### config.mk
export PLATFORM = sky130hd
export DESIGN_NAME = fmul_pipe
export DESIGN_NICKNAME = d
export VERILOG_FILES = /design/src/rtl/fmul_pipe.sv
export SDC_FILE = /design/constraint.sdc
export NUM_CORES = 2
export LEC_CHECK = 0
export ABC_AREA = 0
export ABC_CLOCK_PERIOD_IN_PS = 7700
export CAP_MARGIN = 20
export CORE_MARGIN = 3
export CORE_UTILIZATION = 30
export DETAILED_ROUTE_END_ITERATION = 6
export GPL_ROUTABILITY_DRIVEN = 0
export PLACE_DENSITY_LB_ADDON = 0.3
export SLEW_MARGIN = 25
export SYNTH_ARGS = -nofsm -noshare
export SYNTH_HDL_FRONTEND = slang
export SYNTH_SLANG_ARGS = --single-unit
export TNS_END_PERCENT = 10
### constraint.sdc
create_clock -name clk -period 7.7 [get_ports clk]
set_clock_uncertainty 0.15 [all_clocks]
set_input_delay 2.31 -clock clk [delete_from_list [all_inputs] [get_ports clk]]
set_output_delay 2.31 -clock clk [all_outputs]
set_load 0.005 [all_outputs]
### src/rtl/fmul_pipe.sv
// Three-stage IEEE-754 single-precision multiplier with valid/ready flow control.
// Exponent-0 operands flush to zero; exponent-255 operands (inf/NaN) yield signed infinity.
module fmul_pipe (
   input  logic        clk,
   input  logic        rst,
   input  logic        in_valid,
   output logic        in_ready,
   input  logic [31:0] x1,
   input  logic [31:0] x2,
   output logic        out_valid,
   input  logic        out_ready,
   output logic [31:0] y
);

   logic               en;

   logic               vld_p1_q;
   logic               vld_p2_q;
   logic               vld_p3_q;

   logic               sign_p1_d;
   logic signed [9:0]  exp_p1_d;
   logic               zero_p1_d;
   logic               spec_p1_d;

   logic               sign_p1_q;
   logic signed [9:0]  exp_p1_q;
   logic               zero_p1_q;
   logic               spec_p1_q;
   logic [23:0]        sig1_p1_q;
   logic [23:0]        sig2_p1_q;

   logic [47:0]        prod_p2_d;
   logic               sign_p2_q;
   logic signed [9:0]  exp_p2_q;
   logic               zero_p2_q;
   logic               spec_p2_q;
   logic [47:0]        prod_p2_q;

   logic [31:0]        y_d;
   logic [31:0]        y_q;

   // Round-to-nearest-even on a 23-bit fraction; bit 23 of the result is the carry-out.
   function automatic logic [23:0] rne(input logic [22:0] mant, input logic g, input logic st);
      logic inc;
      inc = g && (st || mant[0]);
      return {1'b0, mant} + {23'h0, inc};
   endfunction

   // Final packing with class priority: special > zero > overflow > underflow > normal.
   function automatic logic [31:0] sat_pack(input logic sign, input logic signed [9:0] e,
                                            input logic [22:0] mant, input logic spec,
                                            input logic zero);
      logic [31:0] r;
      if (spec)
         r = {sign, 8'hFF, 23'h0};
      else if (zero)
         r = {sign, 31'h0};
      else if (e >= 10'sd255)
         r = {sign, 8'hFF, 23'h0};
      else if (e <= 10'sd0)
         r = {sign, 31'h0};
      else
         r = {sign, e[7:0], mant};
      return r;
   endfunction

   assign en        = !vld_p3_q || out_ready;
   assign in_ready  = en;
   assign out_valid = vld_p3_q;
   assign y         = y_q;

   // Stage 1: operand classification and biased exponent sum
   always_comb begin
      sign_p1_d = x1[31] ^ x2[31];
      exp_p1_d  = $signed({2'b00, x1[30:23]}) + $signed({2'b00, x2[30:23]}) - 10'sd127;
      zero_p1_d = (x1[30:23] == 8'h00) || (x2[30:23] == 8'h00);
      spec_p1_d = (x1[30:23] == 8'hFF) || (x2[30:23] == 8'hFF);
   end

   // Stage 2: full significand product
   assign prod_p2_d = 48'(sig1_p1_q) * 48'(sig2_p1_q);

   // Stage 3: normalize by one position, round, pack
   always_comb begin
      logic [22:0]       mant;
      logic              g;
      logic              st;
      logic [23:0]       mr;
      logic signed [9:0] e;
      if (prod_p2_q[47]) begin
         mant = prod_p2_q[46:24];
         g    = prod_p2_q[23];
         st   = |prod_p2_q[22:0];
         e    = exp_p2_q + 10'sd1;
      end else begin
         mant = prod_p2_q[45:23];
         g    = prod_p2_q[22];
         st   = |prod_p2_q[21:0];
         e    = exp_p2_q;
      end
      mr = rne(mant, g, st);
      if (mr[23])
         e = e + 10'sd1;
      y_d = sat_pack(sign_p2_q, e, mr[22:0], spec_p2_q, zero_p2_q);
   end

   always_ff @(posedge clk or posedge rst) begin
      if (rst) begin
         vld_p1_q <= 1'b0;
         vld_p2_q <= 1'b0;
         vld_p3_q <= 1'b0;
         y_q      <= 32'h0;
      end else if (en) begin
         vld_p1_q <= in_valid;
         vld_p2_q <= vld_p1_q;
         vld_p3_q <= vld_p2_q;
         if (vld_p2_q)
            y_q <= y_d;
      end
   end

   // Data stages only capture real transfers so idle-cycle operands never reach y.
   always_ff @(posedge clk) begin
      if (en && in_valid) begin
         sign_p1_q <= sign_p1_d;
         exp_p1_q  <= exp_p1_d;
         zero_p1_q <= zero_p1_d;
         spec_p1_q <= spec_p1_d;
         sig1_p1_q <= {1'b1, x1[22:0]};
         sig2_p1_q <= {1'b1, x2[22:0]};
      end
      if (en && vld_p1_q) begin
         sign_p2_q <= sign_p1_q;
         exp_p2_q  <= exp_p1_q;
         zero_p2_q <= zero_p1_q;
         spec_p2_q <= spec_p1_q;
         prod_p2_q <= prod_p2_d;
      end
   end

endmodule

After elaboration in Yosys (flattened, before gate mapping). Index checks and enable logic that the tools add are counted.

Shift operators: 0. Multiply operators: 1. $add $sub $neg: 5. Divide/modulo/power cells: 0. Eq/ne operators: 2. Multiplexer cells: 9. Magnitude comparators: 2. Bitwise gates (word level): 1. Reduce and logical (&&, ||, !) cells: 13.

Operators with widths (count): $mux 31 (4); $mul 24x24->48 (1); $add 23x1->24 (1); $mux 23 (1); $reduce_or 23->1 (1); $reduce_or 22->1 (1); $add 10x2->10 const B (2); $mux 10 (2); $eq 8x8->1 const B (2); $logic_not 8->1 (2); $ge 10x9->1 const B (1); $le 10x1->1 const B (1); $sub 9x7->10 const B (1); $add 8x8->9 (1); $logic_or 1x1->1 (4); $logic_and 1x1->1 (3); $mux 1 (2); $reduce_and 2->1 (1); $logic_not 1->1 (1); $xor 1x1->1 (1).

Output and inout port bits: 34. Register bits after elaboration: 155. Latch bits: 0. Memories: 0. Memory bits (writable): 0. Input port bits: 68. Bits in read-only memories: 0. Logic and storage cells: 48.

Longest topological paths before layout.
Word-level depth: 11. Depth in mapped cells: 27.

Worst setup path before layout. OpenSTA, ideal clock, no wires.

Path kind: register -> register. From: register sig1_p1_q[13]. To: register prod_p2_q[47] (data pin). Arrival: 6819 ps. Clock period less this slack: 7233 ps. Stages on the path, launching flop included: 27. Path slack: 467 ps. Buffers on the path: 1. Cells stage by stage: edfxtp_1 clkbuf_1 nand2_1 fa_1 inv_1 fa_1 inv_1 fa_1 inv_1 fa_1 inv_1 fa_1 inv_1 fa_1 inv_1 fa_1 inv_1 ha_1 a21oi_1 o21ai_0 a221o_1 a211oi_1 nor3b_1 o31a_1 a211o_1 a221oi_1 xnor2_1.

Longest elaborated chain between the ends: 1.

RTL lines: start, declared (line 30) `logic [23:0] sig1_p1_q;`; start signal, assigned (line 130) `sig1_p1_q <= {1'b1, x1[22:0]};`; $mul 24x24->48 (line 82) `assign prod_p2_d = 48'(sig1_p1_q) * 48'(sig2_p1_q);`; named net prod_p2_d[47] (line 33) `logic [47:0] prod_p2_d;`; end signal, assigned (line 138) `prod_p2_q <= prod_p2_d;`; end, declared (line 38) `logic [47:0] prod_p2_q;`.

The timed path passes the listed nets, and every way through them passes these cells. A chain may end at the register's enable or synchronous reset.

Final worst setup path.
From: register sig1_p1_q[3]. To: register prod_p2_q[40] (data pin).

The elaborated chain is that of the path after synthesis.

==> run_summary.xml <==
<?xml version="1.0" encoding="UTF-8"?>
<metrics>
  <group name="sta">
    <metric name="rsz0062_at_grt" unit="">true</metric>
    <metric name="setup_viol_count_final" unit="">0</metric>
    <metric name="post-route-min-period" unit="ps">7500</metric>
    <metric name="max_transition_viols_final" unit="">0</metric>
    <metric name="worstMarginPinSlew" unit="ps">834</metric>
    <metric name="timing.final.hold_violations" unit="">0</metric>
    <metric name="relSlewSlack" unit="">0.444</metric>
    <metric name="timing.fmax" unit="MHz">133</metric>
    <metric name="fin_crit_sh" unit="">0.974</metric>
  </group>
  <group name="critical_path">
    <metric name="timing_worst_setup_path_type" unit="">reg2reg</metric>
    <metric name="worst_endpoint_data_arrival_time" unit="ps">7590</metric>
    <metric name="required" unit="ps">7790</metric>
    <metric name="critical_path_peak_fanout" unit="">15</metric>
    <metric name="critical_path_source_type" unit="">flop</metric>
    <metric name="critical_path.endpoint_type" unit="">flop</metric>
  </group>
  <group name="floorplan">
    <metric name="placementRows" unit="">106</metric>
    <metric name="die_y" unit="µm">299</metric>
    <metric name="die_w" unit="µm">299</metric>
    <metric name="floorplan.core_area" unit="µm²">84400</metric>
    <metric name="initial_core_util" unit="">0.305</metric>
    <metric name="die_ar" unit="µm²">89400</metric>
    <metric name="pin_count" unit="">102</metric>
  </group>
  <group name="final_layout">
    <metric name="drive_above_1_share" unit="">0.0809</metric>
    <metric name="fin_util" unit="">0.352</metric>
    <metric name="most-common-layout-cells" unit="">sky130_fd_sc_hd__inv_1 (580), sky130_fd_sc_hd__fa_1 (481), sky130_fd_sc_hd__nand2_1 (326)</metric>
    <metric name="layout.cells.most_common" unit="">sky130_fd_sc_hd__inv_1</metric>
    <metric name="final_net_count" unit="">3548</metric>
    <metric name="antenna_cells_inserted" unit="">0</metric>
    <metric name="layout-area-overhead-vs-synth" unit="%">15.1</metric>
  </group>
  <group name="synth">
    <metric name="postSynthRegisterBits" unit="">155</metric>
    <metric name="synth_area" unit="µm²">25800</metric>
    <metric name="yosys_warnings" unit="">0</metric>
    <metric name="synth-async-reset-ratio" unit="">0.226</metric>
    <metric name="synthesis.nets" unit="">3402</metric>
    <metric name="syn_avg_cell_area" unit="µm²">9.68</metric>
    <metric name="synthesis.instances" unit="">2660</metric>
    <metric name="synth-main-ff-cell" unit="">sky130_fd_sc_hd__edfxtp_1</metric>
    <metric name="synth.distinct_cells" unit="">73</metric>
    <metric name="synth_enable_flop_cells" unit="">120</metric>
    <metric name="yosysSeqAreaShare" unit="">0.174</metric>
  </group>
  <group name="global_route">
    <metric name="track_usage" unit="">0.158</metric>
    <metric name="antenna_found_initial" unit="">2</metric>
    <metric name="overflow" unit="">0</metric>
    <metric name="maximum_number_of_pins_on_one_net_before_global_route_repair" unit="">62</metric>
    <metric name="via_count_of_the_first_global_routing_pass" unit="">19100</metric>
    <metric name="grt_pass1_wl" unit="µm">109000</metric>
  </group>
  <group name="cts">
    <metric name="clock_sinks" unit="">155</metric>
    <metric name="clock_latency" unit="ps">500</metric>
    <metric name="tritoncts" unit="">yes</metric>
    <metric name="cts-buffers-inserted" unit="">17</metric>
    <metric name="clockBufferDepth" unit="">2</metric>
    <metric name="cts.htree.levels" unit="">4</metric>
    <metric name="cts.clk_slew.worst_paths" unit="ps">80</metric>
    <metric name="cts_root_buffer" unit="">sky130_fd_sc_hd__clkbuf_16</metric>
    <metric name="cts-hold-fix-buffers" unit="">0</metric>
  </group>
  <group name="detailed_routing">
    <metric name="drc_errors" unit="">0</metric>
    <metric name="drt_iter0_markers" unit="">914</metric>
    <metric name="num_vias" unit="">18100</metric>
    <metric name="post_dr_vias_cell" unit="">4.58</metric>
    <metric name="drt_pass1_iterations" unit="">5</metric>
    <metric name="wirelength" unit="µm">68700</metric>
    <metric name="postRouteAntennaNets" unit="">0</metric>
    <metric name="wl_per_cell" unit="µm">17.4</metric>
  </group>
  <group name="place">
    <metric name="detailedPlacementHpwl" unit="µm">58400</metric>
    <metric name="port_buffer_count" unit="">101</metric>
  </group>
  <group name="run">
    <metric name="cap_violations" unit="">0</metric>
  </group>
  <group name="min_path">
    <metric name="min_delay_path_class" unit="">reg2reg</metric>
  </group>
  <group name="status">
    <metric name="status" unit="">finished, final reports clean</metric>
  </group>
</metrics>
[worst max-delay path, cell delays in order, from the launching register on]
cell                       delay (ps)
sky130_fd_sc_hd__edfxtp_1         700
sky130_fd_sc_hd__and2_1           280
sky130_fd_sc_hd__fa_1             480
sky130_fd_sc_hd__inv_1             60
sky130_fd_sc_hd__fa_1             530
sky130_fd_sc_hd__inv_1             50
sky130_fd_sc_hd__fa_1             470
sky130_fd_sc_hd__fa_1             540
sky130_fd_sc_hd__fa_1             490
sky130_fd_sc_hd__fa_1             510
sky130_fd_sc_hd__inv_1             50
sky130_fd_sc_hd__fa_1             470
sky130_fd_sc_hd__inv_1             40
sky130_fd_sc_hd__ha_1             280
sky130_fd_sc_hd__buf_4            130
sky130_fd_sc_hd__nand3_1          180
sky130_fd_sc_hd__nor3_2           220
sky130_fd_sc_hd__nand3_2          180
sky130_fd_sc_hd__o22ai_2          150
sky130_fd_sc_hd__nor2_1            70
sky130_fd_sc_hd__buf_4            140
sky130_fd_sc_hd__a2111o_1         450
sky130_fd_sc_hd__a21oi_2          170
sky130_fd_sc_hd__nor3_1            70
sky130_fd_sc_hd__or3b_4           370
[cell type report]
class                      count  area, µm²
timing repair buffer         245       2230
tap                         1134       1420
sequential                   155       4480
clock inverter                15        146
inverter                     587       2210
fill                        8708      54700
multi-input combinational   1800      18800
clock buffer                  17        425
[per-layer routing]
layer	vias to the layer above	routed length, µm	part of all wire	GRT usage
met4	0	1880	0.027	0.0501
met3	80	2670	0.039	0.0280
li1	8416	-	-	-
met1	9317	29600	0.43	0.203
met5	-	0	0	0
met2	273	34500	0.50	0.271
[repair_timing]
action	in CTS	in global routing
resized for setup	5	39
gates cloned	0	0
pin swaps	1	18
buffers inserted	3	20
endpoints found under the setup margin	9	9
[through the flow]
step | hold WS, ps | worst slack [ps] | TNS [ps] | instance area, µm² | std cells
2_1_floorplan | 250 | 467 | 0 | 25800 | 2660
3_3_place_gp | 251 | -261 | -596 | 28700 | 3898
3_5_place_dp | 255 | -328 | -912 | 28700 | 3898
4_1_cts | 271 | 17.4 | 0 | 29300 | 3933
5_1_grt | 274 | -28.3 | -67.0 | 29700 | 3953
6_report | 265 | 203 | 0 | 29700 | 3953
[cells in the mapped netlist, types with 8 or more instances]
library cell               count  area [µm²]
sky130_fd_sc_hd__xor2_1       40         350
sky130_fd_sc_hd__inv_1       583        2190
sky130_fd_sc_hd__mux2i_1      19         190
sky130_fd_sc_hd__fa_1        483        9670
sky130_fd_sc_hd__a21oi_1      55         275
sky130_fd_sc_hd__nor4_1       11        68.8
sky130_fd_sc_hd__a211oi_1      8        60.1
sky130_fd_sc_hd__xnor2_1      56         490
sky130_fd_sc_hd__nor3_1        9        45.0
sky130_fd_sc_hd__o21ai_0      50         250
sky130_fd_sc_hd__clkbuf_1    107         402
sky130_fd_sc_hd__and3_1       10        62.6
sky130_fd_sc_hd__and2_1      254        1590
sky130_fd_sc_hd__a22o_1       22         193
sky130_fd_sc_hd__edfxtp_1    120        3600
sky130_fd_sc_hd__nand2_1     326        1220
sky130_fd_sc_hd__nor2b_1      13        81.3
sky130_fd_sc_hd__nand3_1      25         125
sky130_fd_sc_hd__nor2_1       82         308
sky130_fd_sc_hd__a21o_1       21         158
sky130_fd_sc_hd__o21bai_1     11        82.6
sky130_fd_sc_hd__dfrtp_1      35         876
sky130_fd_sc_hd__nand4_1      15        93.8
sky130_fd_sc_hd__ha_1        191        2390
sky130_fd_sc_hd__o21a_1        9        67.6
[kinds of logic after synthesis]
logic type	after synthesis	synth area share
muxes	27	0.0112
xor gates and xnor gates	97	0.0333
buffers and inverters	705	0.104
adders and majority gates	674	0.468
and+or+nand+nor	781	0.153
DFF	155	0.174
AOI/OAI and AO/OA	221	0.0572
[registers in the layout, summed over array words and instances (netlist names)]
name and flops:
zero_p1_q 1, prod_p2_q 48, sig1_p1_q 23, zero_p2_q 1, spec_p1_q 1, spec_p2_q 1, y 32, vld_p2_q 1
exp_p2_q 10, sig2_p1_q 23, sign_p2_q 1, vld_p1_q 1, sign_p1_q 1, exp_p1_q 10, out_valid 1
[path summary, 6_finish.rpt]
path	startpoint	to	slack, ps	cells after the start
max	sig1_p1_q[3]	prod_p2_q[40]	200	24
min	exp_p1_q[4]	exp_p2_q[4]	270	0
max reg2reg	sig1_p1_q[3]	prod_p2_q[40]	200	24
min reg2reg	exp_p1_q[4]	exp_p2_q[4]	270	0
max in group asynchronous	rst	y[10]	5000	3
min in group asynchronous	rst	y[31]	2080	3
Power is left out: the tool's default activity adds up to more than one toggle a clock period on the data nets, which glitch-free logic cannot reach.
==> RTL change: new RTL, config.mk and constraints unchanged <==
Reset style: synchronous (`rst`), changed in one clocked block.
--- a/src/rtl/fmul_pipe.sv
+++ b/src/rtl/fmul_pipe.sv
@@ -105,7 +105,7 @@
       y_d = sat_pack(sign_p2_q, e, mr[22:0], spec_p2_q, zero_p2_q);
    end
 
-   always_ff @(posedge clk or posedge rst) begin
+   always_ff @(posedge clk) begin
       if (rst) begin
          vld_p1_q <= 1'b0;
          vld_p2_q <= 1'b0;
Formal check against the unedited RTL: not equivalent (a bounded check fails within 4 cycles, from zero or initial values and one cycle with rst high; the reset may be asserted at any time).
==> RTL change against the original RTL <==
  * Critical path depth unchanged
  * Sequential cell count unchanged
  * Design area down 1.3%
  * Wire length up 1.6%
  * Final cell count down 0.33%
  * Setup slack better by 0.13 ns
  * Hold slack better by 0.0011 ns
  * Global-route usage up 0.40 points
  * Non-clock buffer count down 32
  * Area after synthesis down 0.16%
  * Critical path type unchanged
Power is left out: the tool's default activity adds up to more than one toggle a clock period on the data nets, which glitch-free logic cannot reach.
==> RTL change: results (changes against the original RTL) <==
outcome=complete, no violations; top fanout value on the critical path=6 (-9); ranking of synthesized cells by area=fa_1, edfxtp_1, ha_1, inv_1, and2_1; # Post-CTS Setup Buffers=0 (-3); WHS=0.267 ns (+0.00113 ns); met3 usage=0.0279 (-0.0000600); top cells by instance count after synthesis=inv_1, fa_1, nand2_1; DP Area=28,500 um^2 (-0.54%); Most flops, register=prod_p2_q; cts repair resizes=0 (-5); Setup Slack @ Placement=0.0274 ns (+0.356 ns); sequential fraction of the synthesis area=0.167 (-0.00654); reg-to-reg startpoint=sig1_p1_q[6]; Vias/cell=4.57 (-0.12%); layout cell share with drive strength beyond 1=0.0609 (-0.0199); Routed WL=69.9 mm (+1.6%); hpwl dp=59.6 mm (+1.9%); invs w/o clock=593 (+1.0%); top layer in use=met5; flops & latches, synth=155 (unchanged); fraction of area in multi-input gates=0.640 (+0.00795); number of global-route vias before repair=18,800 (-1.4%); Initial DRT Pass Iterations=5 (unchanged); Final Util=0.347 (-0.00464); register area=4300 um^2 (-3.9%); WL per Instance=17.7 um (+2.0%); layout net count=3,535 (-0.37%); Final clock-cell share=0.0212 (+0.00188); initial antenna violation count=3 (+1); non-clock buffer count=213 (-13%); DRT iter0 DRCs=961 (+5.1%); placed cell count=3,904 (+0.15%); GR Util met2=0.262 (-0.00825); # fillers=8,685 (-0.26%); pin count of the biggest net entering global routing=63 (+1.6%); R2R Path End=prod_p2_q[46]; Post-Syn Nets=3,422 (+0.59%); hold path start=exp_p1_q[9]; cells after synthesis=2,680 (+0.75%); WL met2=33.0 mm (-4.5%); Multi-Input Combinational=1,813 (+0.72%); critical path data arrival time=7.47 ns (-0.12 ns); Post-synth ARST share=0 (-0.226); first-pass GRT wire length=111 mm (+2.2%); Total GRT Usage=0.162 (+0.00398); reg2reg setup slack=0.33 ns (+0.13 ns); met1 Use GR=0.223 (+0.0193); Min-Delay Endpoint=exp_p2_q[9]; Tcrit/Tclk final=0.957 (-0.0166); WL met3=3.15 mm (+18%); NonClk Buf Share=0.0671 (-0.00810); Worst-Margin Slew=0.870 ns (+0.0359 ns); DRT met1 WL=32.0 mm (+8.1%); clock-pin slew on the worst setup and hold paths=0.08 ns (about the same)
==> RTL change: logic make-up (layout without fill, tap and decap cells) <==
group,after synthesis,after routing,synth area share
compound gates,237,237,0.0626
buf+inv,712,838,0.105
flops,155,155,0.167
fa+ha+maj,674,674,0.469
simple gates,775,775,0.152
xor+xnor,103,103,0.0351
mux,24,24,0.00958
==> RTL change: critical path: stages (launching register included) <==
cell and delay [ns]:
edfxtp_1 0.48, inv_1 0.41, nor2_1 0.14, fa_1 0.55, inv_1 0.05, fa_1 0.47, fa_1 0.46, fa_1 0.50
inv_1 0.06, fa_1 0.51, fa_1 0.50, inv_1 0.05, fa_1 0.48, inv_1 0.04, ha_1 0.35, a21o_1 0.22
o21bai_1 0.18, a22oi_1 0.18, o311ai_1 0.15, buf_4 0.17, a21oi_1 0.25, o21ai_1 0.13, a211o_1 0.34, a21boi_0 0.22
xnor2_1 0.09
